--- config.mk ---
export PLATFORM = sky130hd
export DESIGN_NAME = pulse_burst_gen_flat
export DESIGN_NICKNAME = d
export VERILOG_FILES = /design/src/rtl/pulse_burst_gen_if.sv /design/src/rtl/pulse_burst_gen.sv /design/src/flat_wrapper.sv
export SDC_FILE = /design/constraint.sdc
export NUM_CORES = 1
export LEC_CHECK = 0
export BUFFER_PORTS_ARGS = -buffer_cell sky130_fd_sc_hd__buf_2
export CORE_UTILIZATION = 45
export CTS_CLUSTER_DIAMETER = 40
export DETAILED_ROUTE_END_ITERATION = 16
export PLACE_DENSITY = 0.72
export SKIP_LAST_GASP = 1
export SYNTH_ARGS = -nofsm -noshare
export SYNTH_HDL_FRONTEND = slang
export SYNTH_SLANG_ARGS = --single-unit
--- constraint.sdc ---
create_clock -name clock -period 1.4 [get_ports clock]
set_clock_uncertainty 0.1 [all_clocks]
set_input_delay 0.14 -clock clock [delete_from_list [all_inputs] [get_ports clock]]
set_output_delay 0.14 -clock clock [all_outputs]
set_load 0.005 [all_outputs]
--- src/rtl/pulse_burst_gen_if.sv ---
// pulse_burst_gen_if: control/status bundle between a burst requester and the pulse generator
interface pulse_burst_gen_if;
  logic start;
  logic [3:0] count;
  logic abort;
  logic pulse;
  logic busy;
  logic done;
  logic [3:0] remaining;
  modport master(output start, count, abort, input pulse, busy, done, remaining);
  modport slave(input start, count, abort, output pulse, busy, done, remaining);
endinterface

--- src/rtl/pulse_burst_gen.sv ---
// pulse_burst_gen: emits a burst of count fixed-width pulses (HIGH_CYCLES high, LOW_CYCLES low)
module pulse_burst_gen #(
  parameter int HIGH_CYCLES = 4,
  parameter int LOW_CYCLES = 4
) (
  input logic clock,
  input logic reset,
  pulse_burst_gen_if.slave bus
);
  localparam int MX = HIGH_CYCLES > LOW_CYCLES ? HIGH_CYCLES : LOW_CYCLES;
  localparam int TW = MX > 1 ? $clog2(MX) : 1;
  typedef enum logic [1:0] {IDLE, HIGH, LOW} state_t;
  state_t state, state_n;
  logic [TW-1:0] timer, timer_n;
  logic [3:0] rem, rem_n;
  logic done, done_n;
  always_ff @(posedge clock) begin
    if (reset) begin
      state <= IDLE;
      timer <= '0;
      rem <= '0;
      done <= 1'b0;
    end else begin
      state <= state_n;
      timer <= timer_n;
      rem <= rem_n;
      done <= done_n;
    end
  end
  always_comb begin
    state_n = state;
    timer_n = timer - 1'b1;
    rem_n = rem;
    done_n = 1'b0;
    case (state)
      IDLE: begin
        timer_n = '0;
        if (bus.start && !bus.abort) begin
          if (bus.count != 4'd0) begin
            state_n = HIGH;
            timer_n = TW'(HIGH_CYCLES - 1);
            rem_n = bus.count;
          end else done_n = 1'b1;
        end
      end
      HIGH:
        if (timer == '0) begin
          state_n = LOW;
          timer_n = TW'(LOW_CYCLES - 1);
          rem_n = rem - 4'd1;
        end
      LOW:
        if (timer == '0) begin
          state_n = rem == 4'd0 ? IDLE : HIGH;
          timer_n = rem == 4'd0 ? '0 : TW'(HIGH_CYCLES - 1);
          done_n = rem == 4'd0;
        end
      default: state_n = IDLE;
    endcase
    // abort only cancels a running burst; in IDLE it merely blocks start above
    if (bus.abort && state != IDLE) begin
      state_n = IDLE;
      timer_n = '0;
      rem_n = '0;
      done_n = 1'b0;
    end
  end
  always_comb begin
    bus.pulse = state == HIGH;
    bus.busy = state != IDLE;
    bus.done = done;
    bus.remaining = rem;
  end
endmodule

--- src/flat_wrapper.sv ---
// flat-port wrapper written by rule: the top's interface ports become plain ports
module pulse_burst_gen_flat 
#(
  parameter int HIGH_CYCLES = 4,
  parameter int LOW_CYCLES = 4
)
  (clock, reset, bus_start, bus_count, bus_abort, bus_pulse, bus_busy, bus_done, bus_remaining);
  pulse_burst_gen_if bus_i ();
  input logic clock;
  input logic reset;
  input wire logic [$bits(bus_i.start)-1:0] bus_start;
  input wire logic [$bits(bus_i.count)-1:0] bus_count;
  input wire logic [$bits(bus_i.abort)-1:0] bus_abort;
  output wire logic [$bits(bus_i.pulse)-1:0] bus_pulse;
  output wire logic [$bits(bus_i.busy)-1:0] bus_busy;
  output wire logic [$bits(bus_i.done)-1:0] bus_done;
  output wire logic [$bits(bus_i.remaining)-1:0] bus_remaining;
  assign bus_i.start = bus_start;
  assign bus_i.count = bus_count;
  assign bus_i.abort = bus_abort;
  assign bus_pulse = bus_i.pulse;
  assign bus_busy = bus_i.busy;
  assign bus_done = bus_i.done;
  assign bus_remaining = bus_i.remaining;
  pulse_burst_gen #(.HIGH_CYCLES(HIGH_CYCLES), .LOW_CYCLES(LOW_CYCLES)) u_core (.clock(clock), .reset(reset), .bus(bus_i));
endmodule
==> results.yml <==
die:
  ioPinCount: 15
  dieWidth_um: 38.5
  start_util: 0.512
  dieArea_sq_um: 1480
  dieHeight_um: 38.5
  placeableCoreArea_sq_um: 1170
  rows: 12
final_layout:
  finalNetCount: 102
  post-route-util: 0.669
  final_cells: 105
  finalInstanceArea_sq_um: 783
  mostFrequentLayoutCells: "14 x buf_2, 8 x buf_4, 6 x dfxtp_1"
  seq_area_sq_um: 184
  fillers: 96
  area_delta_synth_final_pct: 30.7
  final_common_cell: "buf_2"
  drive_above_1_share: 0.495
  n_antenna_cell: 0
  multi_input_area_sq_um: 399
setup_path:
  crit_type: "reg2reg"
  reg2reg_depth: 6
  endpoint_kind: "flop"
  rr_startpoint: "u_core.timer[0]"
  start_kind: "flop"
  cp_data_required_time_ns: 1.52
  regToRegEndpoint: "u_core.timer[0]"
  r2r_slack_ns: 0.02
  crit_arrival_ns: 1.49
  crit_fanout: 5
place:
  placed_area_sq_um: 726
  placement.io_buffers: 14
  dp_cells: 101
  place_congestion: 0.812
  post-place-ws_ns: -0.0195
  dp_hpwl_mm: 1.01
drt:
  routed-via-count: 581
  routed_wl_mm: 1.36
  viasPerCell: 5.53
  routedWlPerCell_um: 12.9
  drc: 0
  first_pass_iters: 4
  final_antenna_net_count: 0
  drt_iter0_markers: 15
logic_synthesis:
  yosysSeqAreaShare: 0.301
  synth_async_sr_flop_share: 0
  synth.avg_cell_area_sq_um: 8.81
  ys_ff_latch: 9
  yosysWarnings: 0
  syn-num-nets: 78
  synthCells: 68
  ys_types: 35
  syn_area_sq_um: 599
  synth_edf_count: 0
  yosys_most_used_dff: "dfxtp_1"
clock_tree:
  cts_tree: "done"
  cts_made_buffers: 3
  root_buffer: "clkbuf_4"
  cts.htree.levels: 1
  cts.sinks: 9
  clk_latency_ns: 0.27
  clkTransAtPathRegs_ns: 0.07
  clk_path_buf_depth: 2
min_path:
  whs_path_depth: 3
  min_path_type: "in2reg"
  min_from: "reset"
  worstHoldEndpoint: "u_core.timer[0]"
global_route:
  grt_overflow: 0
  antenna_found_initial: 0
  track_usage: 0.220
  grt_max_degree: 11
  grt_pass1_vias: 517
  grt_pass1_wl_mm: 2.15
sta:
  setup_violations: 0
  period_needed_ns: 1.38
  worst_slack_ns: 0.0243
  min_period_over_period: 0.983
  fin_hold_ws_ns: 0.0779
  fmax_ghz: 0.727
  slew_violations: 0
  final_hold_viol_count: 0
  relSlewSlack: 0.750
  rsz0062_at_grt: "yes"
  worst_pin_slew_ns: 0.370
status:
  status: "finished, final reports clean"
run:
  maxCapViolCount: 0
pwr:
  ir_drop_mv: 0.570
  p_leak_nw: 0.325
  p_per_area_nw_per_um2: 954
[per-stage QoR]
step / TNS [ns] / total power, mW
finish: 0 / 0.747
global route: -0.0307 / 0.787
CTS: 0 / 0.739
detailed placement: -0.0195 / 0.516
global placement: 0 / 0.513
floorplan: 0 / 0.438
[per-layer routing]
layer,GRT usage,part of all wire
met5,0,0
met4,0.181,0.039
met3,0.0349,0.052
met2,0.329,0.44
met1,0.272,0.47
[synthesized netlist by cell type (all sizes together) (2+ instances only)]
cell type	n	area share
dfxtp	9	0.30
inv	7	0.044
a21oi	5	0.042
nor2	5	0.044
nand3	4	0.042
buf	3	0.035
nand2	3	0.019
nor2b	3	0.040
o21ai	3	0.025
a211oi	2	0.025
a31oi	2	0.021
ha	2	0.042
nand2b	2	0.021
nand4b	2	0.029
nand4bb	2	0.038
nor3	2	0.025
[logic make-up after synthesis]
family / count (synthesis) / synth area share
compound gates: 15 / 0.177
flops: 9 / 0.301
simple gates: 29 / 0.349
buf+inv: 10 / 0.0793
mux: 2 / 0.0355
fa+ha+maj: 3 / 0.0584
[area by class of cell]
type	count	share of cell area
clock buffers	4	0.0335
repair buffers	22	0.166
well taps	14	0.0224
multi-input cells	49	0.510
inverters	7	0.0335
flip-flops and latches	9	0.235
[how the worst max path moves through the flow]
stage	startpoint	endpoint	depth (start not counted)
after global placement	bus_count[0]	u_core.timer[1]	5
after CTS	u_core.timer[0]	u_core.timer[0]	6
final	u_core.timer[0]	u_core.timer[0]	6
after detailed placement	u_core.timer[0]	u_core.timer[0]	6
after floorplan	u_core.timer[0]	u_core.timer[0]	7
after global routing	u_core.bus.remaining[0]	u_core.timer[1]	6
[worst max-delay path, stage by stage (launching register included)]
cell	delay (ns)
dfxtp_2	0.34
inv_2	0.06
ha_4	0.15
inv_2	0.04
maj3_1	0.38
a21oi_2	0.12
and2_1	0.12
[what timing repair did]
action	CTS	global route
gates cloned	0	0
buffers inserted	0	0
pin swaps	0	3
gates resized for setup	4	6
setup endpoints to repair	4	4
hold buffers	0	0
[state kept, by name (all words and copies together) (netlist names)]
| name | flops |
|---|---|
| u_core.bus.done | 1 |
| u_core.bus.remaining | 4 |
| u_core.state | 2 |
| u_core.timer | 2 |
[power breakdown]
group,total [mW],switching [mW],internal (mW)
sequential,0.301,0.0228,0.278
clock,0.216,0.106,0.110
combinational,0.230,0.115,0.115
total,0.747,0.244,0.503
Power figures use the tool's default switching activity.
